[config.mk]
export PLATFORM = sky130hd
export DESIGN_NAME = bp_cacc_link_concentrator
export DESIGN_NICKNAME = d
export VERILOG_FILES = /design/src/rtl/bp_me_pkg.sv /design/src/rtl/bp_cacc_wormhole_lock.sv /design/src/rtl/bp_cacc_link_concentrator.sv
export SDC_FILE = /design/constraint.sdc
export NUM_CORES = 1
export LEC_CHECK = 0
export CAP_MARGIN = 10
export CORE_MARGIN = 2
export CORE_UTILIZATION = 45
export DETAILED_ROUTE_END_ITERATION = 7
export HOLD_SLACK_MARGIN = 0.02
export PLACE_DENSITY = 0.77
export SETUP_SLACK_MARGIN = 0.15
export SYNTH_ARGS = -nofsm -noshare
export SYNTH_HDL_FRONTEND = slang
export SYNTH_HIERARCHICAL = 1
export SYNTH_SLANG_ARGS = --single-unit
[constraint.sdc]
create_clock -name coh_clk_i -period 3.6 [get_ports coh_clk_i]
set_input_delay 0.36 -clock coh_clk_i [delete_from_list [all_inputs] [get_ports coh_clk_i]]
set_output_delay 0.36 -clock coh_clk_i [all_outputs]
set_load 0.005 [all_outputs]
[src/rtl/bp_me_pkg.sv]
// Shared coherence-link header definitions: cord/len field widths and the header struct.
package bp_me_pkg;

  localparam int bp_cord_width_gp = 8;
  localparam int bp_len_width_gp  = 4;
  localparam int bp_hdr_width_gp  = bp_cord_width_gp + bp_len_width_gp;

  typedef struct packed {
    logic [bp_len_width_gp-1:0]  len;
    logic [bp_cord_width_gp-1:0] cord;
  } bp_hdr_s;

endpackage

[src/rtl/bp_cacc_wormhole_lock.sv]
// Wormhole packet lock: latches the granted index on a header carrying body flits and
// releases it on the accept of the last body flit.
module bp_cacc_wormhole_lock
  import bp_me_pkg::*;
#(
  parameter int len_width_p = bp_len_width_gp,
  parameter int idx_width_p = 2
) (
  input  logic                   clk,
  input  logic                   rst,
  input  logic                   hdr_accept,
  input  logic                   flit_accept,
  input  logic [len_width_p-1:0] len,
  input  logic [idx_width_p-1:0] idx,
  output logic                   locked,
  output logic [idx_width_p-1:0] lock_idx
);

  logic [len_width_p-1:0] cnt_p0;

  always_ff @(posedge clk or posedge rst) begin
    if (rst) begin
      locked   <= 1'b0;
      cnt_p0   <= '0;
      lock_idx <= '0;
    end else if (locked) begin
      if (flit_accept) begin
        cnt_p0 <= cnt_p0 - 1'b1;
        if (cnt_p0 == len_width_p'(1)) locked <= 1'b0;
      end
    end else if (hdr_accept && (len != '0)) begin
      locked   <= 1'b1;
      cnt_p0   <= len;
      lock_idx <= idx;
    end
  end

endmodule

[src/rtl/bp_cacc_link_concentrator.sv]
// Concentrates per-row coherence links onto one edge link (round-robin, wormhole locked)
// and distributes edge packets back by y-cord. Optional counters: BP_CACC_CONC_PERF_EN.
module bp_cacc_link_concentrator
  import bp_me_pkg::*;
#(
  parameter int flit_width_p   = 64,
  parameter int num_in_p       = 4,
  parameter int cord_width_p   = bp_cord_width_gp,
  parameter int x_cord_width_p = 4,
  parameter int len_width_p    = bp_len_width_gp,
  parameter int fifo_els_p     = 2
) (
  input  logic                                   coh_clk_i,
  input  logic                                   async_reset_i,
  input  logic [cord_width_p-x_cord_width_p-1:0] base_y_i,
  input  logic [num_in_p-1:0]                    row_v_i,
  input  logic [num_in_p*flit_width_p-1:0]       row_data_i,
  output logic [num_in_p-1:0]                    row_ready_and_o,
  output logic                                   edge_v_o,
  output logic [flit_width_p-1:0]                edge_data_o,
  input  logic                                   edge_ready_and_i,
  input  logic                                   edge_v_i,
  input  logic [flit_width_p-1:0]                edge_data_i,
  output logic                                   edge_ready_and_o,
  output logic [num_in_p-1:0]                    row_v_o,
  output logic [flit_width_p-1:0]                row_data_o,
  input  logic [num_in_p-1:0]                    row_ready_and_i,
  output logic                                   err_o,
  output logic [num_in_p*32-1:0]                 perf_flits_o
);

  localparam int y_width_lp   = cord_width_p - x_cord_width_p;
  localparam int idx_width_lp = $clog2(num_in_p);
  localparam int ptr_width_lp = $clog2(fifo_els_p);
  localparam int cnt_width_lp = $clog2(fifo_els_p + 1);

  logic [num_in_p-1:0]                   push, pop, empty, full;
  logic [num_in_p-1:0][flit_width_p-1:0] head;

  // Stage p0: per-row input FIFOs; head is read combinationally for 1-cycle latency
  for (genvar i = 0; i < num_in_p; i++) begin : g_fifo
    logic [flit_width_p-1:0] mem_p0 [fifo_els_p];
    logic [ptr_width_lp-1:0] wr_ptr_p0, rd_ptr_p0;
    logic [cnt_width_lp-1:0] cnt_p0;

    assign empty[i] = (cnt_p0 == '0);
    assign full[i]  = (cnt_p0 == cnt_width_lp'(fifo_els_p));
    assign push[i]  = row_v_i[i] & ~full[i];
    assign head[i]  = mem_p0[rd_ptr_p0];

    always_ff @(posedge coh_clk_i) begin
      if (push[i]) mem_p0[wr_ptr_p0] <= row_data_i[i*flit_width_p +: flit_width_p];
    end

    always_ff @(posedge coh_clk_i or posedge async_reset_i) begin
      if (async_reset_i) begin
        wr_ptr_p0 <= '0;
        rd_ptr_p0 <= '0;
        cnt_p0    <= '0;
      end else begin
        if (push[i])
          wr_ptr_p0 <= (wr_ptr_p0 == ptr_width_lp'(fifo_els_p-1)) ? '0 : wr_ptr_p0 + 1'b1;
        if (pop[i])
          rd_ptr_p0 <= (rd_ptr_p0 == ptr_width_lp'(fifo_els_p-1)) ? '0 : rd_ptr_p0 + 1'b1;
        cnt_p0 <= cnt_p0 + cnt_width_lp'(push[i]) - cnt_width_lp'(pop[i]);
      end
    end
  end

  assign row_ready_and_o = ~full;

  logic [idx_width_lp-1:0] rr_ptr_p0, hold_idx_p0, rr_idx, gnt, c_lock_idx;
  logic                    hold_v_p0, rr_v, gnt_v, c_locked, edge_accept, c_hdr_accept;

  always_comb begin
    int j;
    rr_v   = 1'b0;
    rr_idx = rr_ptr_p0;
    j      = 0;
    // Walk from lowest to highest priority so the last hit wins
    for (int k = num_in_p - 1; k >= 0; k--) begin
      j = int'(rr_ptr_p0) + k;
      if (j >= num_in_p) j = j - num_in_p;
      if (!empty[j]) begin
        rr_v   = 1'b1;
        rr_idx = idx_width_lp'(j);
      end
    end
  end

  always_comb begin
    gnt   = rr_idx;
    gnt_v = rr_v;
    if (c_locked) begin
      gnt   = c_lock_idx;
      gnt_v = ~empty[c_lock_idx];
    end else if (hold_v_p0) begin
      gnt   = hold_idx_p0;
      gnt_v = 1'b1;
    end
  end

  assign edge_v_o     = gnt_v;
  assign edge_data_o  = head[gnt];
  assign edge_accept  = gnt_v & edge_ready_and_i;
  assign c_hdr_accept = edge_accept & ~c_locked;

  always_comb begin
    pop = '0;
    pop[gnt] = edge_accept;
  end

  // Stage p1: round-robin pointer and stalled-grant hold
  always_ff @(posedge coh_clk_i or posedge async_reset_i) begin
    if (async_reset_i) begin
      rr_ptr_p0   <= '0;
      hold_v_p0   <= 1'b0;
      hold_idx_p0 <= '0;
    end else begin
      if (c_hdr_accept)
        rr_ptr_p0 <= (gnt == idx_width_lp'(num_in_p-1)) ? '0 : gnt + 1'b1;
      if (gnt_v && !edge_ready_and_i && !c_locked) begin
        hold_v_p0   <= 1'b1;
        hold_idx_p0 <= gnt;
      end else if (edge_accept) begin
        hold_v_p0 <= 1'b0;
      end
    end
  end

  bp_cacc_wormhole_lock #(.len_width_p(len_width_p), .idx_width_p(idx_width_lp)) u_conc_lock (
    .clk         (coh_clk_i),
    .rst         (async_reset_i),
    .hdr_accept  (c_hdr_accept),
    .flit_accept (edge_accept),
    .len         (head[gnt][cord_width_p+len_width_p-1:cord_width_p]),
    .idx         (gnt),
    .locked      (c_locked),
    .lock_idx    (c_lock_idx)
  );

  logic [y_width_lp-1:0] d_hdr_idx, d_lock_idx, d_cur_idx;
  logic                  d_locked, d_in_range, d_accept, d_hdr_accept;

  // Subtraction wraps modulo the y width, so rows below base_y land out of range
  assign d_hdr_idx  = edge_data_i[cord_width_p-1:x_cord_width_p] - base_y_i;
  assign d_cur_idx  = d_locked ? d_lock_idx : d_hdr_idx;
  assign d_in_range = (32'(d_cur_idx) < 32'(num_in_p));
  assign row_data_o = edge_data_i;

  always_comb begin
    row_v_o          = '0;
    edge_ready_and_o = 1'b1;
    if (!async_reset_i && d_in_range) begin
      row_v_o[d_cur_idx[idx_width_lp-1:0]] = edge_v_i;
      edge_ready_and_o = row_ready_and_i[d_cur_idx[idx_width_lp-1:0]];
    end
  end

  assign d_accept     = edge_v_i & edge_ready_and_o;
  assign d_hdr_accept = d_accept & ~d_locked;

  bp_cacc_wormhole_lock #(.len_width_p(len_width_p), .idx_width_p(y_width_lp)) u_dist_lock (
    .clk         (coh_clk_i),
    .rst         (async_reset_i),
    .hdr_accept  (d_hdr_accept),
    .flit_accept (d_accept),
    .len         (edge_data_i[cord_width_p+len_width_p-1:cord_width_p]),
    .idx         (d_hdr_idx),
    .locked      (d_locked),
    .lock_idx    (d_lock_idx)
  );

  always_ff @(posedge coh_clk_i or posedge async_reset_i) begin
    if (async_reset_i)                  err_o <= 1'b0;
    else if (d_hdr_accept && !d_in_range) err_o <= 1'b1;
  end

`ifdef BP_CACC_CONC_PERF_EN
  function automatic logic [31:0] sat_inc(input logic [31:0] v);
    return (v == 32'hFFFF_FFFF) ? v : v + 32'd1;
  endfunction

  for (genvar i = 0; i < num_in_p; i++) begin : g_perf
    logic [31:0] perf_p0;
    always_ff @(posedge coh_clk_i or posedge async_reset_i) begin
      if (async_reset_i) perf_p0 <= '0;
      else if (push[i])  perf_p0 <= sat_inc(perf_p0);
    end
    assign perf_flits_o[i*32 +: 32] = perf_p0;
  end
`else
  assign perf_flits_o = '0;
`endif

endmodule

* Word-level counts from Yosys, hierarchy flattened *
Memories as Yosys holds them, arrays and structs flattened.
Cells that the tools add are included.
Widths: inputs -> output; s select.

operators by class
  $mul = 0
  reductions and logical operators = 25
  $lt $le $gt $ge = 14
  shift operators = 0
  add/subtract/negate cells = 27
  bitwise gates (word level) = 18
  equal/unequal tests = 9
  mux-type cells = 74
  div/mod/pow operators = 0

operators by type and width
  cell                 count
  $bmux 64 s2          1
  $lt 32x4->1 const B  4
  $mux 32              4
  $mux 64              1
  $mux 1               45
  $mux 4               8
  $mux 2               7
  $bmux 1 s2           6
  $sub 3x3->4 const B  3
  $eq 2x2->1 const B   5
  $ge 3x3->1 const B   3
  $lt 2x3->1 const B   3
  $add 1x1->1 const B  8
  $add 2x1->2          4
  $and 1x1->1          8
  $and 4x4->4          2
  $eq 4x1->1 const B   2
  $logic_and 1x1->1    8
  $logic_not 2->1      4
  $reduce_and 2->1     4
  $reduce_bool 4->1    2
  $sub 2x1->2          4
  $sub 4x1->4 const B  2
  $not 1->1            7
  13 further kinds     22

word-level totals
  ROM bits = 0
  input port bits = 336
  register bits after elaboration = 38
  bits in latches = 0
  bits in writable memories = 512
  memories kept = 4

memories
  memory            depth  width  rd ports  clocked after Yosys merged registers in  write ports  RTL line                         text
  g_fifo[0].mem_p0  2      64     1         0                                        1            bp_cacc_link_concentrator.sv:42  logic [flit_width_p-1:0] mem_p0 [fifo_els_p];
  g_fifo[1].mem_p0  2      64     1         0                                        1            bp_cacc_link_concentrator.sv:42
  g_fifo[2].mem_p0  2      64     1         0                                        1            bp_cacc_link_concentrator.sv:42
  g_fifo[3].mem_p0  2      64     1         0                                        1            bp_cacc_link_concentrator.sv:42

* Logic depth before layout (Yosys ltp) *
Gate-level depths: netlist (run 1).

  depth in word-level cells = 18
  mapped depth = 12
  gate-level depth less buffers = 11

* Hierarchy *
Netlist (run 1), hierarchy kept.

by module, submodules not included
  module                                cells an instance  area an instance (um^2)  times used  sequential area each (um^2)
  bp_cacc_link_concentrator             1517               22924.5                  1           15925.3
  bp_cacc_wormhole_lock at u_dist_lock  46                 510.5                    1           225.2
  bp_cacc_wormhole_lock at u_conc_lock  43                 431.7                    1           175.2

* Worst setup path after synthesis (run 1) *
OpenSTA, ideal clock, no wires.

  path kind = flip-flop to flip-flop
  from = register g_fifo[3].cnt_p0[0]
  to = memory g_fifo[3].mem_p0[0][0] (enable)
  stages on the path, launching flop included = 5
  period minus slack after synthesis = 3824 ps
  buffers on the path = 0
  arrival time = 3338 ps
  path slack = -224 ps
  data required time = 3114 ps
  cell sequence = dfrtp_1 > inv_1 > nand2_1 > nand2_1 > nor2_1

between the ends
  longest elaborated chain between the ends = 5

RTL lines
  element                       RTL line                         text
  from (decl)                   bp_cacc_link_concentrator.sv:44  logic [cnt_width_lp-1:0] cnt_p0;
  from (signal assigned)        bp_cacc_link_concentrator.sv:65  cnt_p0 <= cnt_p0 + cnt_width_lp'(push[i]) - cnt_width_lp'(pop[i]);
  $eq 2x2->1                    bp_cacc_link_concentrator.sv:47  assign full[i] = (cnt_p0 == cnt_width_lp'(fifo_els_p));
  $not 1->1                     bp_cacc_link_concentrator.sv:48  assign push[i] = row_v_i[i] & ~full[i];
  $and 1x1->1                   bp_cacc_link_concentrator.sv:48
  $mux 1                        bp_cacc_link_concentrator.sv:52  if (push[i]) mem_p0[wr_ptr_p0] <= row_data_i[i*flit_width_p +: flit_width_p];
  $mux 1 (implied by the code)  bp_cacc_link_concentrator.sv:52
  to (decl)                     bp_cacc_link_concentrator.sv:42

No other way between the ends.

* Final worst setup path (run 1) *
  from = register g_fifo[3].cnt_p0[1]
  to = output edge_data_o[24]

between the ends
  longest elaborated chain between the ends = 12
  elaborated cells between the ends (all ways) = 21

RTL lines
  element                                    RTL line                          text
  $logic_not 2->1 *                          bp_cacc_link_concentrator.sv:46   assign empty[i] = (cnt_p0 == '0);
  $bmux 1 s2                                 bp_cacc_link_concentrator.sv:84   if (!empty[j]) begin
  $mux 1 (implied by the code) (2 in a row)  bp_cacc_link_concentrator.sv:84
  $mux 2 (3 in a row)                        bp_cacc_link_concentrator.sv:84
  $mux 2 *                                   bp_cacc_link_concentrator.sv:84
  $mux 2 *                                   bp_cacc_link_concentrator.sv:97   end else if (hold_v_p0) begin
  $mux 2 *                                   bp_cacc_link_concentrator.sv:94   if (c_locked) begin
  $bmux 64 s2 *                              bp_cacc_link_concentrator.sv:104  assign edge_data_o = head[gnt];
  $mux 64 *                                  -
  to (decl)                                  bp_cacc_link_concentrator.sv:20   output logic [flit_width_p-1:0] edge_data_o,

Every way passes the cells marked *; elsewhere a longest branch is shown, timed or not. The select of a mux whose other input is x is not followed.

==> impl_results.md, run 1 <==
- Actual slew at the worst max-slew pin: roughly 990 ps
- Count leader, synth: edfxtp_1
- H-tree Lvls: 2
- Top FF cell, synth: edfxtp_1
- Reg2Reg Depth: 13
- Drt initial violations: approximately 1500
- Critical path data arrival time: ~3200 ps
- Core area: between 50000 and 60000 sq um
- Sequential fraction of the synthesis area: 68.4%
- RSZ-0062 raised after global routing: yes
- Sinks on Clock Net: 550
- First drt pass iteration count: 5
- Die height: 234 um
- Max Cap Viol: 0
- Reg clk slew, reported paths: about 60 ps
- Max FO, Critical Path: 7
- CTS tree: yes
- Crit Path Category: reg -> out
- Min-Delay Path Class: in -> async
- Clock root cell: clkbuf_16
- Vias per Instance: 5.52
- DRC Markers: 0
- GRT Total Usage: about a quarter
- Via count: roughly 15000
- Status: finished, final reports clean
- Area Overhead vs Synth: 33.6%
- Antenna violations before repair: 22
- Post-layout min period: between 3000 and 4000 ps
- Fmax: between 200 and 300 MHz
- Post-Place Cells: approximately 2600
- First-pass GRT wire length: 99700 um
- Syn Inst Count: between 1500 and 2000
- Tcrit/Tclk final: around 99%
- ANT nets after route: 0
- Hold-fix buffers, CTS: 0
- Nets: 2392
- CP Data Required Time: between 3000 and 4000 ps
- R2R setup slack: approximately 70 ps
- Max_slew headroom: around a third
- GRT Residual Overflow: 0
- Filler cells: between 3000 and 4000
- DR WL/cell: 28.0 um
- Area leader, netlist: edfxtp_1
- Max Root-Sink Buffers: 3
- Dpl hpwl: 45700 um
- Clk Latency, worst-skew pair: ~620 ps
- Placer Congestion: between 0.8 and 0.9
- Final setup violation count: 0
- Crit path launch type: flop
- Synth Register Bits: 550
- Boundary Pins: roughly 600
- Synthesized area: between 20000 and 25000 sq um
- CP Capture Type: primary output
- Area of the die: between 50000 and 60000 sq um
- Post-synth cell types: 52
- Total wire length: ~78000 um
- Synth Warn #: 6
- Syn Area/Cell: ~15 sq um
- Chip width: between 200 and 250 um
- Num rows: between 80 and 90
- Yosys top cell area share: around 64%
- Worst hold margin: between 150 and 200 ps
- Fraction of registers with async set/reset: 6.91%
- Fin. max-slew vios: 0
- CTS buffer count: 57
- Share of cells above drive strength 1: 22.0%
- Initial core utilization: a little under half
- Leakage: 12.3 nW
- Non-Filler Instances: between 2000 and 3000
- Largest net degree at the start of global routing: a little over 60
- Post-synth top cells: edfxtp_1 (512), mux2i_1 (262), nand2_1 (223)
- Number of global-route vias before repair: between 10000 and 15000
- Hold Vio Cnt, Final: 0
- EDFF count, synth: roughly 510
- Peak VDD IR: about 470 uV
- Setup Skew: between 20 and 25 ps
- Reg-to-Reg End: u_conc_lock/lock_idx[0]
- Worst r2r src: g_fifo[3].cnt_p0[1]
- Power per Cell Area: just under 1000 nW/um^2
- Port Buffers: around 360
- Main area contributors after synthesis: edfxtp_1 (64%), mux2i_1 (11%), buf_4 (6.3%)
## state kept, by name, indices dropped and copies added (netlist names)
register              cells
u_dist_lock/locked        1
g_fifo.mem_p0           512
u_conc_lock/locked        1
g_fifo.cnt_p0             8
u_conc_lock/cnt_p0        4
rr_ptr_p0                 2
u_dist_lock/lock_idx      4
hold_v_p0                 1
hold_idx_p0               2
g_fifo.wr_ptr_p0          4
g_fifo.rd_ptr_p0          4
err_o                     1
u_conc_lock/lock_idx      2
u_dist_lock/cnt_p0        4
## power by group
part	internal, W	total (W)	switching, W
Sequential	0.00879	0.00967	0.000874
Clock	0.00363	0.00614	0.00251
Combinational	0.00737	0.0152	0.00785
Total	0.0198	0.0310	0.0112
## stage by stage
step	power [W]	TNS (ps)	util, %	area [sq um]	setup WS (ps)
floorplan	0.0154	0	-	24400	661
global placement	0.0199	0	52.6	27600	207
detailed placement	0.0202	0	52.6	27600	208
CTS	0.0287	0	58.7	30800	33.0
global route	0.0322	-214	60.8	31900	-32.6
finish	0.0310	0	60.8	31900	37.7
## cells by family after synthesis
logic type,share of synthesized area [%]
other,0.0157
AOI/OAI and AO/OA,5.39
buffers and inverters,7.87
and+or+nand+nor,5.01
adders and majority gates,0.870
DFF,68.4
muxes,11.7
xor gates and xnor gates,0.697
## routing by layer
metal / share of wire, % / vias to the layer above / GRT usage, %
li1: - / 6599 / -
met1: 35 / 7665 / 29.0
met2: 50 / 994 / 44.2
met3: 10 / 188 / 6.81
met4: 4.9 / 4 / 12.7
met5: 0.034 / - / 0
## critical path, stage by stage, from the launching register on
cell and delay [ps]:
dfrtp_2 450, buf_4 160, or4_4 510, a31oi_4 200, o41ai_4 110, nand2_4 240
buf_12 160, clkbuf_16 150, clkbuf_16 160, nand2_1 90, a32o_1 250, buf_2 120
## worst max path at each step
stage                                   start                      end  slack, ps
after floorplan           g_fifo[1].cnt_p0[1]  u_conc_lock/lock_idx[0]        660
after global placement            base_y_i[1]               row_v_o[0]        210
after detailed placement          base_y_i[1]               row_v_o[3]        210
after CTS                 g_fifo[2].cnt_p0[0]          edge_data_o[39]         30
after global routing      g_fifo[0].cnt_p0[1]          edge_data_o[31]        -30
final                     g_fifo[3].cnt_p0[1]          edge_data_o[24]         40
## layout by cell type, fill, tap and decap left out, drive strengths merged, types with 15 or more instances in the layout
| master | instances |
|---|---|
| edfxtp | 512 |
| clkdlybuf4s50 | 296 |
| mux2i | 262 |
| nand2 | 224 |
| buf | 193 |
| conb | 128 |
| clkbuf | 87 |
| a21oi | 71 |
| a32o | 64 |
| dfrtp | 38 |
| inv | 36 |
| diode | 25 |
| clkinv | 22 |
| ha | 15 |
## repair_timing
action	in CTS	in global routing
gates resized for setup	406	92
setup buffers	57	17
pin swaps	58	27
gates cloned	17	24
endpoints found under the setup margin	64	72
## area by class of cell
cell class	instances	area [sq um]	area share [%]
diodes	25	62.6	0.196
clock buffers	69	1500	4.71
clock inverters	36	449	1.41
inverters	32	133	0.416
multi-input cells	888	6690	21.0
flip-flops and latches	550	16300	51.3
well taps	688	861	2.70
repair buffers	509	5820	18.3
repair inverters	2	17.5	0.0549
(Power assumes the default switching activity.)
==> inputs of run 2 (changes only) <==
- CORE_UTILIZATION: 45 -> 46
- CTS_BUF_LIST: default -> sky130_fd_sc_hd__clkbuf_8
- PLACE_DENSITY: 0.77 -> 0.79
==> run 2 against run 1 <==
The run now ends with negative setup slack left. Cell area fell by 3.3%. Critical path depth unchanged. Routed wire length down 6.5%. Via count decreased by 1.2%. Global-route usage fell by 0.19 points. Count of clock-buffer cells in the layout up 23. First-iteration DRC count is 24% lower. Clock power is 17% lower. Worst setup slack got worse by 76 ps. Sequential cell count is the same.
==> impl_results.md, run 2 (same netlist as run 1, synthesis figures left out) <==
- Status: finished with violations
- Violated checks: negative setup slack
- Setup Skew: between 30 and 40 ps
- Sinks on Clock Net: 550
- Clk Latency, worst-skew pair: approximately 700 ps
- ANT nets after route: 0
- Most flop-heavy register: g_fifo.mem_p0
- Hold Vio Cnt, Final: 0
- Core area: 51300 sq um
- H-tree Lvls: 3
- Reg clk slew, reported paths: approximately 70 ps
- Leakage: about 12 nW
- Top flop regs: g_fifo.mem_p0: 512 flops, g_fifo.cnt_p0: 8 flops
- Boundary Pins: 603
- Most frequent cells in the layout: edfxtp_1 (512), clkdlybuf4s50_1 (296), mux2i_1 (262), nand2_1 (222), conb_1 (128)
- Die height: 232 um
- Crit Path Category: reg -> out
- Area of the multi-input gates: approximately 6500 sq um
- Port Buffers: 362
- Max_slew headroom: a little over a third
- Setup slack at placement: about 160 ps
- Min-Delay Path Class: in -> reg
- First-pass GRT wire length: around 98000 um
- Power per Cell Area: between 900 and 1000 nW/um^2
- CP Capture Type: primary output
- Initial core utilization: between 40% and 50%
- Vias per Instance: roughly 5.4
- Nets: ~2400
- Via count: approximately 15000
- DRC Markers: 0
- Crit path launch type: flop
- Post-Place Cells: between 2000 and 3000
- CTS buffer count: slightly below 90
- Actual slew at the worst max-slew pin: between 900 and 1000 ps
- Largest net degree at the start of global routing: 65
- RSZ-0062 raised after global routing: yes
- CP cell instances: buf_4 > or4_4 > a31oi_4 > o41ai_4 > nand2_4 > buf_8 > buf_12 > clkbuf_16 > nand2_1 > a32o_1 > dlygate4sd2_1
- Peak VDD IR: 557 uV
- Dpl hpwl: 45400 um
- Clock root cell: clkbuf_8
- Post-layout min period: around 3600 ps
- Storage element area: between 15000 and 20000 sq um
- Non-Filler Instances: ~2800
- Max FO, Critical Path: 12
- Max Cap Viol: 0
- Share of cells above drive strength 1: around 19%
- DR WL/cell: ~26 um
- Filler cells: 3803
- First drt pass iteration count: 5
- GRT Residual Overflow: 0
- Crit-path max cell delay: roughly 500 ps
- Max reg flops: slightly above 500
- CTS tree: yes
- Tcrit/Tclk final: 101%
- Antenna violations before repair: 32
- Critical path data arrival time: between 3000 and 4000 ps
- Max Root-Sink Buffers: 3
- Placer Congestion: between 0.8 and 0.9
- Fin. max-slew vios: 0
- Area of the die: 53700 sq um
- Final setup violation count: 4
- Number of global-route vias before repair: roughly 15000
- Drt initial violations: around 1200
- Commonest non-fill, non-tap cell in the layout: edfxtp_1
- GRT Total Usage: between 20% and 30%
- Chip width: ~230 um
- Total wire length: 73300 um
- Final setup margin: -38.5 ps
- Slowest-stage cell, CP: or4_4
- Area Overhead vs Synth: 29.2%
- Num rows: between 80 and 90
- Core Util, Final: approximately 60%
- CP Data Required Time: around 3200 ps
- Setup TNS: -114 ps
- Fmax: about 270 MHz
[run 2: cell count changes in the layout (fill, tap and decap cells not counted), sizes merged]
cell	delta
dlygate4sd2	+2
diode	+1
clkbuf	+45
bufinv	-6
buf	-44
dlymetal6s2s	+4
dlygate4sd3	+1
inv	+32
clkinv	+5
bufbuf	+1
clkinvlp	-3
[run 2: metrics by stage]
| stage | power (W) | area (sq um) | hold slack [ps] |
|---|---|---|---|
| global placement | 0.0201 | 27600 | 462 |
| CTS | 0.0263 | 29800 | 179 |
| finish | 0.0280 | 30800 | 238 |
| global route | 0.0292 | 30800 | 208 |
| detailed placement | 0.0204 | 27600 | 469 |
| floorplan | 0.0154 | 24400 | 163 |
[run 2: final cells by class]
type	instances	area share, %
flip-flops and latches	550	53.0
multi-input cells	888	21.1
repair buffers	495	17.1
clock buffers	92	4.11
well taps	680	2.76
clock inverters	66	1.31
inverters	32	0.406
diodes	26	0.211
[run 2: metal layers]
layer / routed length, um / up-vias / global-route usage (%)
met5: 149 / - / 0.827
met4: 3480 / 14 / 13.0
met3: 7030 / 172 / 8.17
met2: 38400 / 930 / 44.8
met1: 24300 / 7515 / 26.8
li1: - / 6631 / -
[run 2: final timing paths]
check	startpoint	depth (start not counted)	slack, ps	endpoint
min	row_data_i[85]	1	240	g_fifo[1].mem_p0[1][21]
max	g_fifo[3].cnt_p0[1]	11	-40	edge_data_o[58]
min in group asynchronous	async_reset_i	3	630	u_conc_lock/cnt_p0[0]
max in group asynchronous	async_reset_i	4	2460	g_fifo[0].rd_ptr_p0
max reg2reg	g_fifo[3].cnt_p0[1]	14	170	u_conc_lock/lock_idx[1]
min reg2reg	err_o	1	490	err_o
[run 2: report_power, final]
group          switching, W  leakage [nW]  internal [W]
combinational       0.00682          5.96       0.00634
clock               0.00251         0.970       0.00261
sequential         0.000906          5.18       0.00880
total                0.0102          12.1        0.0177
[run 2: worst max-delay path, delay by kind of cell, from the launching register on]
kind | cells | cell delay (ps)
AO/OA/AOI/OAI | 3 | 570
buffers and inverters | 5 | 870
flip-flops | 1 | 450
AND/OR/NAND/NOR | 3 | 700
[run 2: what timing repair did]
item,4_1_cts,5_1_grt
gates resized for setup,168,184
gates cloned,8,16
endpoints found under the hold margin,5,0
endpoints found under the setup margin,64,68
hold buffers,1,0
setup buffers,17,55
pin swaps,18,57
==> inputs of run 3 (changes only) <==
- GPL_TIMING_DRIVEN: default -> 0
==> run 3 against run 2 <==
The flow now finishes without violations. First-iteration DRC count fell by 5.4%. Via count up 3.6%. Register-to-register slack better by 110 ps. Sequential share of layout area fell by 3.2 points. Count of clock-buffer cells in the layout fell by 3. Global-route usage rose by 1.4 points. Cell area increased by 6.3%. Worst hold slack better by 7.2 ps. Power hardly changed. Non-clock buffer count up 247. Combinational power increased by 5%. Critical path type unchanged.
==> impl_results.md, run 3 (same netlist as run 1, synthesis figures left out) <==
- Status: finished, final reports clean
- First drt pass iteration count: 5
- Tcrit/Tclk final: a little under 100%
- ANT nets after route: 0
- Min-Delay Path Class: in -> reg
- Drt initial violations: 1100
- H-tree Lvls: 3
- Core Util, Final: between 60 and 70%
- Final setup margin: roughly 86 ps
- Reg clk slew, reported paths: roughly 70 ps
- Max Cap Viol: 0
- Area of the die: around 54000 sq um
- Slowest-stage cell, CP: or4_4
- Top flop regs: g_fifo.mem_p0: 512 flops, g_fifo.cnt_p0: 8 flops
- Area Overhead vs Synth: 37.4%
- Setup TNS: 0 ps
- Crit path from: g_fifo[3].cnt_p0[1]
- Setup slack at placement: -253 ps
- CTS buffer count: 86
- Core area: 51300 sq um
- Total wire length: 72900 um
- Peak VDD IR: roughly 440 uV
- Crit-path max cell delay: 570 ps
- RSZ-0062 raised after global routing: yes
- Initial core utilization: a little under half
- Max_slew headroom: between 30 and 40%
- Crit Path Category: reg -> out
- GRT Total Usage: between 20% and 30%
- Chip width: between 200 and 250 um
- Crit path launch type: flop
- GRT Residual Overflow: 0
- Clk Latency, worst-skew pair: around 670 ps
- CP cell instances: or4_4 > o32ai_4 > a2111oi_4 > o22ai_4 > buf_12 > buf_12 > buf_16 > a21oi_4 > a32o_2 > buf_2
- DRC Markers: 0
- Sinks on Clock Net: 550
- Commonest non-fill, non-tap cell in the layout: edfxtp_1
- Boundary Pins: roughly 600
- Number of global-route vias before repair: about 17000
- Die height: between 200 and 250 um
- Worst hold margin: 245 ps
- Clock root cell: clkbuf_8
- DR WL/cell: approximately 24 um
- Largest net degree at the start of global routing: 38
- Fin. max-slew vios: 0
- Critical path data arrival time: ~3200 ps
- CTS tree: yes
- Nets: ~2700
- Final setup violation count: 0
- CP Data Required Time: 3240 ps
- Placer Congestion: just under 0.9
- Leakage: approximately 13 nW
- Max FO, Critical Path: 7
- First-pass GRT wire length: 104000 um
- Port Buffers: about 420
- Hold Vio Cnt, Final: 0
- Via count: 15814
- Worst r2r src: g_fifo[0].cnt_p0[1]
- Hold path start: row_data_i[69]
- Most flop-heavy register: g_fifo.mem_p0
- Antenna violations before repair: 30
- Share of cells above drive strength 1: a little over a quarter
- Post-layout min period: 3510 ps
- Vias per Instance: between 5 and 6
- Filler cells: approximately 3700
- Num rows: 83
- Most frequent cells in the layout: edfxtp_1 (512), clkdlybuf4s50_1 (351), mux2i_1 (261), nand2_1 (223), buf_4 (221)
- Dpl hpwl: around 50000 um
- Actual slew at the worst max-slew pin: 1050 ps
- Most used cell along the critical path: buf_12
- Fmax: around 280 MHz
- Max reg flops: 512
- Max Root-Sink Buffers: 3
- Setup Skew: 27.8 ps
- Power per Cell Area: 853 nW/um^2
- CP Capture Type: primary output
run 3: cell types whose count changed in the layout (fill, tap and decap cells not counted), moves of 7 or more:
cell and change:
buf_4 +161, clkdlybuf4s50_1 +55, a21oi_1 -46, clkbuf_1 +25
a21oi_4 +24, a21oi_2 +22, buf_2 +21, clkbuf_2 -20
a32o_1 -15, a32o_2 +15, clkbuf_16 -10, buf_8 +7
run 3: routing by layer:
metal	share of wire, %	track usage [%]	up-vias
met2	53	48.7	736
met4	4.1	12.9	14
met1	35	28.9	7829
li1	-	-	7095
met5	0.13	0	-
met3	7.3	6.24	140
run 3: final cells by class:
| type | instances | area [sq um] | share of cell area, % |
|---|---|---|---|
| sequential | 550 | 16300 | 49.8 |
| multi-input combinational | 888 | 6840 | 20.9 |
| timing repair buffer | 481 | 4970 | 15.1 |
| buffer | 261 | 2120 | 6.47 |
| clock buffer | 89 | 1220 | 3.74 |
| tap | 680 | 851 | 2.59 |
| clock inverter | 62 | 275 | 0.839 |
| inverter | 32 | 123 | 0.374 |
| antenna | 22 | 55.1 | 0.168 |
run 3: path summary, 6_finish.rpt:
check | to | slack, ps | cells past startpoint
worst max-delay path | edge_data_o[42] | 90 | 10
worst min-delay path | g_fifo[1].mem_p0[1][5] | 240 | 1
worst max register to register | u_conc_lock/lock_idx[0] | 280 | 13
worst min register to register | hold_idx_p0[1] | 480 | 2
max in group asynchronous | rr_ptr_p0[1] | 2580 | 2
min in group asynchronous | err_o | 310 | 2
run 3: power breakdown:
part,switching [W],total [W],internal (W)
Clock,0.00244,0.00473,0.00230
Sequential,0.000562,0.00934,0.00878
Combinational,0.00746,0.0139,0.00643
Total,0.0105,0.0280,0.0175
run 3: worst max-delay path: cells and delay by family, from the launching register on:
family,cells,cell delay [ps]
and+or+nand+nor,1,570
DFF,1,430
buffers and inverters,4,590
AOI/OAI and AO/OA,5,860
run 3: per-stage QoR:
stage,cells,cell area [sq um],total power (W)
6_report,3065,32800,0.0280
5_1_grt,3064,32800,0.0293
4_1_cts,3034,32500,0.0276
3_5_place_dp,2844,29700,0.0208
3_3_place_gp,2831,29400,0.0204
2_1_floorplan,1733,24400,0.0154
run 3: repair_timing:
item / in CTS / in global routing
hold buffers: 1 / 0
gates resized for setup: 543 / 42
endpoints found under the hold margin: 10 / 0
buffers inserted: 28 / 9
cloned: 12 / 0
endpoints found under the setup margin: 75 / 70
pin swaps: 71 / 23
